File: src/rtl/fpuprod_sched_pkg.sv
// Shared constants and the pipe entry that rides alongside the multiplier.
// The entry is sized for the largest supported NREQ (16) and TAGW (16).
package fpuprod_pkg;

  localparam int FP_W      = 64;
  localparam int EXP_LSB   = 53;
  localparam int EXP_W     = 10;
  localparam logic [EXP_W-1:0] BIAS = 10'h200;
  localparam int ID_MAX_W  = 4;
  localparam int TAG_MAX_W = 16;

  typedef struct packed {
    logic                 valid;
    logic [ID_MAX_W-1:0]  id;
    logic [TAG_MAX_W-1:0] tag;
    logic                 pookg;
  } pipe_entry_t;

  function automatic int wrap_inc(input int v, input int n);
    return (v + 1 >= n) ? 0 : v + 1;
  endfunction

endpackage

File: src/rtl/fpuprod_sched_if.sv
// Request/response bus between requesters and the multiplier scheduler.
interface fpuprod_sched_if
  import fpuprod_pkg::*;
#(
  parameter int NREQ = 4,
  parameter int TAGW = 4
) ();
  localparam int IDW = $clog2(NREQ);

  logic [NREQ-1:0]      req_valid;
  logic [NREQ-1:0]      req_ready;
  logic [NREQ*FP_W-1:0] req_A;
  logic [NREQ*FP_W-1:0] req_B;
  logic [NREQ-1:0]      req_rnd;
  logic [NREQ-1:0]      req_pookg;
  logic [NREQ*TAGW-1:0] req_tag;

  logic                 rsp_valid;
  logic [IDW-1:0]       rsp_id;
  logic [TAGW-1:0]      rsp_tag;
  logic [FP_W-1:0]      rsp_res;

  modport master (
    output req_valid, req_A, req_B, req_rnd, req_pookg, req_tag,
    input  req_ready, rsp_valid, rsp_id, rsp_tag, rsp_res
  );

  modport slave (
    input  req_valid, req_A, req_B, req_rnd, req_pookg, req_tag,
    output req_ready, rsp_valid, rsp_id, rsp_tag, rsp_res
  );
endinterface

File: src/rtl/fpuprod_sched_rr_arb.sv
// Round-robin priority picker: first set request at or after ptr, wrapping.
module rr_arb #(
  parameter  int NREQ = 4,
  localparam int IDW  = $clog2(NREQ)
) (
  input  logic [NREQ-1:0] req,
  input  logic [IDW-1:0]  ptr,
  output logic [NREQ-1:0] grant,
  output logic [IDW-1:0]  idx,
  output logic            any
);

  // Scan from ptr; the first hit latches idx and blocks later candidates
  always_comb begin
    logic [IDW-1:0] cand;
    logic           hit;
    int             sum;
    grant = '0;
    idx   = '0;
    any   = 1'b0;
    cand  = '0;
    hit   = 1'b0;
    sum   = 0;
    for (int k = 0; k < NREQ; k++) begin
      sum         = int'(ptr) + k;
      cand        = (sum >= NREQ) ? IDW'(sum - NREQ) : IDW'(sum);
      hit         = !any && req[cand];
      grant[cand] = grant[cand] | hit;
      idx         = hit ? cand : idx;
      any         = any | hit;
    end
  end

endmodule

File: src/rtl/fpuprod_sched.sv
// Shares one fixed-latency multiplier among NREQ requesters, carrying id/tag
// through a shift register so each product returns on a broadcast bus.
module fpuprod_sched
  import fpuprod_pkg::*;
#(
  parameter  int NREQ  = 4,
  parameter  int TAGW  = 4,
  parameter  int LAT   = 2,
  localparam int IDW   = $clog2(NREQ),
  localparam int INF_W = $clog2(LAT + 2)
) (
  input  logic             clk,
  input  logic             rst,
  fpuprod_sched_if.slave   bus,
  input  logic             flush,
  output logic [FP_W-1:0]  mul_A,
  output logic [FP_W-1:0]  mul_B,
  output logic             mul_rnd,
  output logic             mul_pookg,
  input  logic [FP_W-1:0]  mul_res,
  output logic [INF_W-1:0] inflight,
  output logic             busy
);

  logic [IDW-1:0]  rr_ptr_r;
  logic [NREQ-1:0] grant_s;
  logic [IDW-1:0]  win_idx_s;
  logic            any_s;
  logic            xfer_s;
  logic            ret_s;
  logic [FP_W-1:0] sel_a_s;
  logic [FP_W-1:0] sel_b_s;
  logic            sel_rnd_s;
  logic            sel_pookg_s;
  logic [TAGW-1:0] sel_tag_s;
  pipe_entry_t     new_entry_s;
  pipe_entry_t     stage_r [LAT+1];

  rr_arb #(.NREQ(NREQ)) u_arb (
    .req   (bus.req_valid),
    .ptr   (rr_ptr_r),
    .grant (grant_s),
    .idx   (win_idx_s),
    .any   (any_s)
  );

  // Reset also masks grants so nothing looks accepted while the pipe is held
  assign bus.req_ready = (rst || flush) ? '0 : grant_s;
  assign xfer_s        = any_s && !flush;
  assign ret_s         = stage_r[LAT].valid;

  // Winner's operand/side-band mux
  always_comb begin
    sel_a_s     = '0;
    sel_b_s     = '0;
    sel_rnd_s   = 1'b0;
    sel_pookg_s = 1'b0;
    sel_tag_s   = '0;
    for (int i = 0; i < NREQ; i++) begin
      sel_a_s     = (win_idx_s == IDW'(i)) ? bus.req_A[i*FP_W +: FP_W] : sel_a_s;
      sel_b_s     = (win_idx_s == IDW'(i)) ? bus.req_B[i*FP_W +: FP_W] : sel_b_s;
      sel_rnd_s   = (win_idx_s == IDW'(i)) ? bus.req_rnd[i]            : sel_rnd_s;
      sel_pookg_s = (win_idx_s == IDW'(i)) ? bus.req_pookg[i]          : sel_pookg_s;
      sel_tag_s   = (win_idx_s == IDW'(i)) ? bus.req_tag[i*TAGW +: TAGW] : sel_tag_s;
    end
    new_entry_s = '{valid: 1'b1,
                    id:    ID_MAX_W'(win_idx_s),
                    tag:   TAG_MAX_W'(sel_tag_s),
                    pookg: sel_pookg_s};
  end

  // Round-robin pointer advances past the winner only on a real transfer
  always_ff @(posedge clk or posedge rst) begin
    if (rst) begin
      rr_ptr_r <= '0;
    end else if (xfer_s) begin
      rr_ptr_r <= IDW'(wrap_inc(int'(win_idx_s), NREQ));
    end
  end

  // Operand registers hold their last value between issues
  always_ff @(posedge clk or posedge rst) begin
    if (rst) begin
      mul_A   <= '0;
      mul_B   <= '0;
      mul_rnd <= 1'b0;
    end else if (xfer_s) begin
      mul_A   <= sel_a_s;
      mul_B   <= sel_b_s;
      mul_rnd <= sel_rnd_s;
    end
  end

  // Side-band shift register; flush kills every in-flight valid at once
  always_ff @(posedge clk or posedge rst) begin
    if (rst) begin
      for (int i = 0; i <= LAT; i++) begin
        stage_r[i] <= '0;
      end
    end else begin
      stage_r[0] <= xfer_s ? new_entry_s : '0;
      for (int i = 1; i <= LAT; i++) begin
        stage_r[i]       <= stage_r[i-1];
        stage_r[i].valid <= stage_r[i-1].valid && !flush;
      end
    end
  end

  // Issued-but-not-returned counter
  always_ff @(posedge clk or posedge rst) begin
    if (rst) begin
      inflight <= '0;
    end else if (flush) begin
      inflight <= '0;
    end else begin
      case ({xfer_s, ret_s})
        2'b10:   inflight <= inflight + INF_W'(1);
        2'b01:   inflight <= inflight - INF_W'(1);
        default: inflight <= inflight;
      endcase
    end
  end

  // Last stage lines up with the multiplier's output mux
  assign mul_pookg     = stage_r[LAT].pookg;
  assign bus.rsp_valid = stage_r[LAT].valid;
  assign bus.rsp_id    = IDW'(stage_r[LAT].id);
  assign bus.rsp_tag   = TAGW'(stage_r[LAT].tag);
  assign bus.rsp_res   = mul_res;
  assign busy          = (inflight != '0) || (|bus.req_valid);

endmodule

File: src/flat_wrapper.sv
// flat-port wrapper written by rule: the top's interface ports become plain ports
module fpuprod_sched_flat import fpuprod_pkg::*;
#(
  parameter  int NREQ  = 4,
  parameter  int TAGW  = 4,
  parameter  int LAT   = 2,
  localparam int IDW   = $clog2(NREQ),
  localparam int INF_W = $clog2(LAT + 2)
)
  (clk, rst, flush, mul_A, mul_B, mul_rnd, mul_pookg, mul_res, inflight, busy, bus_req_valid, bus_req_A, bus_req_B, bus_req_rnd, bus_req_pookg, bus_req_tag, bus_req_ready, bus_rsp_valid, bus_rsp_id, bus_rsp_tag, bus_rsp_res);
  fpuprod_sched_if #(.NREQ(NREQ), .TAGW(TAGW)) bus_i ();
  input  logic clk;
  input  logic rst;
  input  logic flush;
  output logic [FP_W-1:0] mul_A;
  output logic [FP_W-1:0] mul_B;
  output logic mul_rnd;
  output logic mul_pookg;
  input  logic [FP_W-1:0] mul_res;
  output logic [INF_W-1:0] inflight;
  output logic busy;
  input wire logic [$bits(bus_i.req_valid)-1:0] bus_req_valid;
  input wire logic [$bits(bus_i.req_A)-1:0] bus_req_A;
  input wire logic [$bits(bus_i.req_B)-1:0] bus_req_B;
  input wire logic [$bits(bus_i.req_rnd)-1:0] bus_req_rnd;
  input wire logic [$bits(bus_i.req_pookg)-1:0] bus_req_pookg;
  input wire logic [$bits(bus_i.req_tag)-1:0] bus_req_tag;
  output wire logic [$bits(bus_i.req_ready)-1:0] bus_req_ready;
  output wire logic [$bits(bus_i.rsp_valid)-1:0] bus_rsp_valid;
  output wire logic [$bits(bus_i.rsp_id)-1:0] bus_rsp_id;
  output wire logic [$bits(bus_i.rsp_tag)-1:0] bus_rsp_tag;
  output wire logic [$bits(bus_i.rsp_res)-1:0] bus_rsp_res;
  assign bus_i.req_valid = bus_req_valid;
  assign bus_i.req_A = bus_req_A;
  assign bus_i.req_B = bus_req_B;
  assign bus_i.req_rnd = bus_req_rnd;
  assign bus_i.req_pookg = bus_req_pookg;
  assign bus_i.req_tag = bus_req_tag;
  assign bus_req_ready = bus_i.req_ready;
  assign bus_rsp_valid = bus_i.rsp_valid;
  assign bus_rsp_id = bus_i.rsp_id;
  assign bus_rsp_tag = bus_i.rsp_tag;
  assign bus_rsp_res = bus_i.rsp_res;
  fpuprod_sched #(.NREQ(NREQ), .TAGW(TAGW), .LAT(LAT)) u_core (.clk(clk), .rst(rst), .bus(bus_i), .flush(flush), .mul_A(mul_A), .mul_B(mul_B), .mul_rnd(mul_rnd), .mul_pookg(mul_pookg), .mul_res(mul_res), .inflight(inflight), .busy(busy));
endmodule
File: config.mk
export PLATFORM = sky130hd
export DESIGN_NAME = fpuprod_sched_flat
export DESIGN_NICKNAME = d
export VERILOG_FILES = /design/src/rtl/fpuprod_sched_pkg.sv /design/src/rtl/fpuprod_sched_if.sv /design/src/rtl/fpuprod_sched_rr_arb.sv /design/src/rtl/fpuprod_sched.sv /design/src/flat_wrapper.sv
export SDC_FILE = /design/constraint.sdc
export NUM_CORES = 1
export LEC_CHECK = 0
export ABC_AREA = 1
export BUFFER_PORTS_ARGS = -buffer_cell sky130_fd_sc_hd__buf_2
export CAP_MARGIN = 20
export CORE_AREA = 2 2 317 319
export CTS_BUF_LIST = sky130_fd_sc_hd__clkbuf_2
export DETAILED_ROUTE_END_ITERATION = 6
export DIE_AREA = 0 0 319 321
export GPL_TIMING_DRIVEN = 0
export PLACE_DENSITY = 0.42
export SETUP_SLACK_MARGIN = 0.15
export SYNTH_ARGS = -nofsm -noshare
export SYNTH_HDL_FRONTEND = slang
export SYNTH_HIERARCHICAL = 1
export SYNTH_SLANG_ARGS = --single-unit
File: constraint.sdc
create_clock -name clk -period 4.3 [get_ports clk]
set_input_delay 0.215 -clock clk [delete_from_list [all_inputs] [get_ports clk]]
set_output_delay 0.215 -clock clk [all_outputs]
set_load 0.03 [all_outputs]
==> impl_summary.txt, run 1 <==
----------------------------------------------------
[Outcome]
  Status ... stopped before the end
  Stage where the flow stopped ... clock tree synthesis
  Stop Error ... [ERROR RSZ-0060] Max buffer count reached.

[Logic synthesis]
  Unique masters post-synth ... 27
  Synthesized flop and latch total ... around 160
  Main area contributors after synthesis ... sky130_fd_sc_hd__dfrtp_1 34%, sky130_fd_sc_hd__nand2_1 31%, sky130_fd_sc_hd__nor2_1 8.7%
  Combined area of all synthesized cells ... 11700 sq um
  Ys Warns ... 6
  Syn Nets ... around 2600
  Cell type contributing the most total cell area after synthesis ... sky130_fd_sc_hd__dfrtp_1
  Sequential share of the synthesized area ... about 34%
  Per-instance average area after synthesis ... slightly below 6 sq um
  Post-synthesis cell count ... between 1500 and 2000
  Share of the synthesized area in the top cell type ... 33.5%

[Clock tree]
  Total of cells resized after clock tree synthesis ... 22
  Setup Fix Bufs, Post-CTS ... 5
  Clock root cell ... sky130_fd_sc_hd__clkbuf_2
  Number of hold buffers added after CTS ... just over 800
  Clock Tree Buf Depth ... 2
  Number of CTS-inserted buffers ... 17
  Clock sink total ... around 160
  Htree depth ... 4

[Floorplan]
  IO Pins ... about 800
  Vertical die dimension ... approximately 320 um
  Number of cell rows ... 116
  Starting density of the core ... a little under an eighth
  Overall die width ... ~320 um

[Placed design]
  Port buffer count ... 750
  Global placement routability congestion ... 0.884
  DPL Wire Length ... 65700 um

----------------------------------------------------
==> kinds of logic after synthesis <==
group                    after synthesis  synth area share, %
AND/OR/NAND/NOR                     1406                 47.2
buffers and inverters                235                 11.4
AO/OA/AOI/OAI                        160                 7.00
flip-flops                           157                 33.5
adder cells (fa/ha/maj)                8                0.854
==> synthesized netlist by cell type, drive strengths merged <==
cell       n
nand2    966
nor2     273
buf      172
nand3    164
dfrtp    157
a21oi    139
clkbuf    31
inv       31
o21ai     13
ha         8
o211ai     5
a31oi      1
bufinv     1
nand4      1
nor3       1
nor4       1
o2111ai    1
o31ai      1
==> stage by stage <==
| step | setup TNS, ns | hold WS (ns) | cell area [sq um] | instances | setup WS, ns |
|---|---|---|---|---|---|
| after global placement | -16.57 | 0.332 | 17100 | 4014 | -0.901 |
| after floorplan | 0 | 0.280 | 11700 | 1966 | 0.941 |
| after detailed placement | -19.86 | 0.313 | 17200 | 4018 | -0.489 |
==> run 2, diff against run 1 <==
--- a/config.mk
+++ b/config.mk
@@ -8,13 +8,11 @@
 export ABC_AREA = 1
 export BUFFER_PORTS_ARGS = -buffer_cell sky130_fd_sc_hd__buf_2
 export CAP_MARGIN = 20
-export CORE_AREA = 2 2 317 319
-export CTS_BUF_LIST = sky130_fd_sc_hd__clkbuf_2
+export CORE_AREA = 2 2 315 317
 export DETAILED_ROUTE_END_ITERATION = 6
-export DIE_AREA = 0 0 319 321
+export DIE_AREA = 0 0 317 319
 export GPL_TIMING_DRIVEN = 0
-export PLACE_DENSITY = 0.42
-export SETUP_SLACK_MARGIN = 0.15
+export PLACE_DENSITY_LB_ADDON = 0.15
 export SYNTH_ARGS = -nofsm -noshare
 export SYNTH_HDL_FRONTEND = slang
 export SYNTH_HIERARCHICAL = 1
==> constraint.sdc (replaced) <==
create_clock -name clk -period 5.59 [get_ports clk]
set_input_delay 0.2795 -clock clk [delete_from_list [all_inputs] [get_ports clk]]
set_output_delay 0.2795 -clock clk [all_outputs]
set_load 0.03 [all_outputs]
==> run 2 against run 1 <==
Against the previous run:
- the run now ends clean
- synthesized cell count unchanged
- synthesized area unchanged
==> impl_summary.txt, run 2 <==
----------------------------------------------------
[Outcome]
  Status ... complete, no violations

[Clock tree]
  Htree depth ... 4 (unchanged)
  CTS tree ... built
  Total of cells resized after clock tree synthesis ... 0 (-100%)
  Clock sink total ... 157 (unchanged)
  Clock Tree Buf Depth ... 2 (unchanged)
  Insertion delay to the later sink of the worst-skew pair ... approximately 0.5 ns
  Number of CTS-inserted buffers ... 17 (unchanged)
  Clock-pin transition on the worst setup and hold timing paths ... ~0.07 ns
  Clock root cell ... sky130_fd_sc_hd__clkbuf_16

[Routing]
  First-iteration detailed-routing DRC count ... around 800
  Routed Antenna Nets ... 0
  Total via count after detailed routing ... about 15000
  Aggregate routed wire length ... ~80000 um
  Average wire length per cell after detail routing ... 19.4 um
  DRC viols ... 0
  Drt via density ... around 3.7
  First-pass detailed-route iteration total ... 5

[Critical path]
  Arrival time of the worst setup path ... around 5 ns
  Worst Setup Start Kind ... flip-flop
  Reg2Reg Launch Point ... u_core/rr_ptr_r[0]$_DFFE_PP0P_
  RR Endpoint ... u_core/mul_A[53]$_DFFE_PP0P_
  Setup CP Type ... reg -> reg
  R2r worst-path depth ... 21
  Largest driver fanout on the critical path ... 11
  Type of destination of the critical path ... flip-flop
  Worst reg2reg setup slack ... ~1.0 ns
  Required time of the critical path ... 6.02 ns

[STA]
  Highest clock rate ... 0.218 GHz
  Final Critical Period ... 4.59 ns
  Max-slew headroom ... between 20% and 30%
  Setup TNS ... 0 ns
  Max Slew Vio Count ... 0
  Fin Clk Skew ... about 0.01 ns
  Slew @ Worst Pin ... 1.09 ns
  Worst slack on hold paths ... 0.0916 ns
  Final count of hold timing violations ... 0
  Count of final setup violators ... 0
  Final cycle utilization of the critical path ... 82.1%
  RSZ-0062 raised after global routing ... false

[Logic synthesis]
  Post-synth EDFFs ... 0 (unchanged)
  Main area contributors after synthesis ... sky130_fd_sc_hd__dfrtp_1 34%, sky130_fd_sc_hd__nand2_1 31%, sky130_fd_sc_hd__nor2_1 8.7%
  Unique masters post-synth ... 27 (unchanged)
  Top-count cell post-synth ... sky130_fd_sc_hd__nand2_1
  Sequential share of the synthesized area ... 33.5% (unchanged)
  Ys Warns ... 6 (unchanged)
  Syn Nets ... 2581 (unchanged)
  Cell type contributing the most total cell area after synthesis ... sky130_fd_sc_hd__dfrtp_1
  Most used DFF post-synth ... sky130_fd_sc_hd__dfrtp_1
  Fraction of registers with async set or reset after synthesis ... 100% (unchanged)
  Most frequent cells after synthesis ... 961 x sky130_fd_sc_hd__nand2_1, 273 x sky130_fd_sc_hd__nor2_1, 161 x sky130_fd_sc_hd__nand3_1, 157 x sky130_fd_sc_hd__dfrtp_1, 139 x sky130_fd_sc_hd__a21oi_1
  Per-instance average area after synthesis ... 5.96 sq um (unchanged)
  Post-synthesis cell count ... 1966 (unchanged)
  Synthesized flop and latch total ... 157 (unchanged)
  Combined area of all synthesized cells ... 11700 sq um (unchanged)
  Share of the synthesized area in the top cell type ... 33.5% (unchanged)

[Min path]
  Tightest Hold Check Type ... in -> reg
  Hold path start ... bus_req_A[212]
  Worst Hold Endpoint ... u_core/mul_A[20]$_DFFE_PP0P_
  Number of cells traversed by the worst hold path ... 5

[Finish]
  Largest registers ... u_core/mul_A (64), u_core/mul_B (64), u_core/stage_r (16)
  Share of post-route cells with drive strength above 1 ... between 30% and 40%
  Leading cell types in the layout, fill and taps excluded ... 961 x sky130_fd_sc_hd__nand2_1, 825 x sky130_fd_sc_hd__buf_2, 273 x sky130_fd_sc_hd__nor2_1
  Area added between synthesis and finish ... 51.9%
  Most common library cell in the layout ignoring fill and taps ... sky130_fd_sc_hd__nand2_1
  Total number of nets in the final design ... 3353

[Floorplan]
  Starting density of the core ... 12.0% (+0.19 points)
  Vertical die dimension ... 319 um (-0.62%)
  Number of cell rows ... 115 (-0.86%)
  Die Area ... 101000 sq um
  IO Pins ... 815 (unchanged)
  Overall die width ... 317 um (-0.63%)
  CORE AREA ... 97700 sq um

[Global route]
  Antenna violations before repair ... 32
  Maximum number of pins on one net before global-route repair ... approximately 90
  Number of global-route vias before repair ... 15452
  Global-route wire length before repair ... about 110000 um
  Total congestion overflow ... 0
  Tot GR Track Use ... 15.1%

[Placed design]
  DPL Wire Length ... 64900 um (-1.3%)
  Port buffer count ... 750 (unchanged)
  Global placement routability congestion ... 0.835 (-5.5%)

[Flow run]
  Max-Cap Viols ... 0

----------------------------------------------------
[run 2: cell counts after synthesis]
No cell type changed its count.
[run 2: logic make-up (layout without fill, tap and decap cells)]
family / Yosys count / in the layout / synth area share (%)
AND/OR/NAND/NOR: 1406 / 1406 / 47.2
buffers and inverters: 235 / 1020 / 11.4
AO/OA/AOI/OAI: 160 / 160 / 7.00
flip-flops: 157 / 157 / 33.5
adder cells (fa/ha/maj): 8 / 8 / 0.854
other: 0 / 17 / 0
[run 2: worst max-delay path by stage]
stage,startpoint,slack (ns),to
3_3_place_gp,rst,-2.16,u_core/mul_A[47]$_DFFE_PP0P_
4_1_cts,u_core/rr_ptr_r[0]$_DFFE_PP0P_,0.97,u_core/mul_A[53]$_DFFE_PP0P_
2_1_floorplan,rst,0.72,bus_req_ready[0]
6_report,u_core/rr_ptr_r[0]$_DFFE_PP0P_,1.0,u_core/mul_A[53]$_DFFE_PP0P_
3_5_place_dp,u_core/rr_ptr_r[0]$_DFFE_PP0P_,0.99,u_core/mul_A[53]$_DFFE_PP0P_
5_1_grt,u_core/rr_ptr_r[0]$_DFFE_PP0P_,0.61,u_core/mul_A[53]$_DFFE_PP0P_
[run 2: cell type report]
class	instances	area, sq um
multi-input combinational	1574	6450
clock buffer	21	470
buffer	203	1200
antenna	17	42.5
sequential	157	3930
tap	1287	1610
inverter	32	141
clock inverter	11	156
timing repair buffer	753	3800
fill	11572	79900
[run 2: per-layer routing]
layer	global-route usage (%)	routed length, um	vias to the layer above
met4	4.14	1580	24
met2	26.5	38100	587
met1	16.9	31600	6712
li1	-	-	7634
met3	5.52	7100	78
met5	0	128	-
[run 2: per-stage QoR]
step,worst slack (ns),area [sq um],cells,utilization (%)
2_1_floorplan,0.716,11700,1966,-
4_1_cts,0.967,17800,4038,18.2
3_5_place_dp,0.988,17100,4004,17.5
5_1_grt,0.609,17800,4043,18.2
6_report,1.00,17800,4055,18.2
3_3_place_gp,-2.16,17100,4003,17.5
[run 2: timing repair]
action	4_1_cts	5_1_grt
setup buffers	0	0
endpoints found under the hold margin	73	0
hold buffers	2	0
[run 2: critical path: stages, from the launching register on]
cell                       delay [ns]
sky130_fd_sc_hd__dfrtp_1         0.51
sky130_fd_sc_hd__inv_2           0.07
sky130_fd_sc_hd__buf_6           0.16
sky130_fd_sc_hd__ha_1            0.38
sky130_fd_sc_hd__nand2_1         0.10
sky130_fd_sc_hd__o21ai_1         0.10
sky130_fd_sc_hd__nor2_1          0.14
sky130_fd_sc_hd__inv_1           0.06
sky130_fd_sc_hd__nor2_1          0.13
sky130_fd_sc_hd__inv_1           0.05
sky130_fd_sc_hd__nor2_1          0.11
sky130_fd_sc_hd__inv_1           0.09
sky130_fd_sc_hd__a31oi_1         0.31
sky130_fd_sc_hd__inv_1           0.18
sky130_fd_sc_hd__ha_1            0.24
sky130_fd_sc_hd__buf_2           0.24
sky130_fd_sc_hd__inv_2           0.34
sky130_fd_sc_hd__clkbuf_1        0.75
sky130_fd_sc_hd__nand2_1         0.27
sky130_fd_sc_hd__nand2_1         0.11
sky130_fd_sc_hd__nand2_1         0.08
sky130_fd_sc_hd__nand2_1         0.06
Power of run 2 is left out: the tool's default activity adds up to more than one toggle a clock period on the data nets, which glitch-free logic cannot reach.
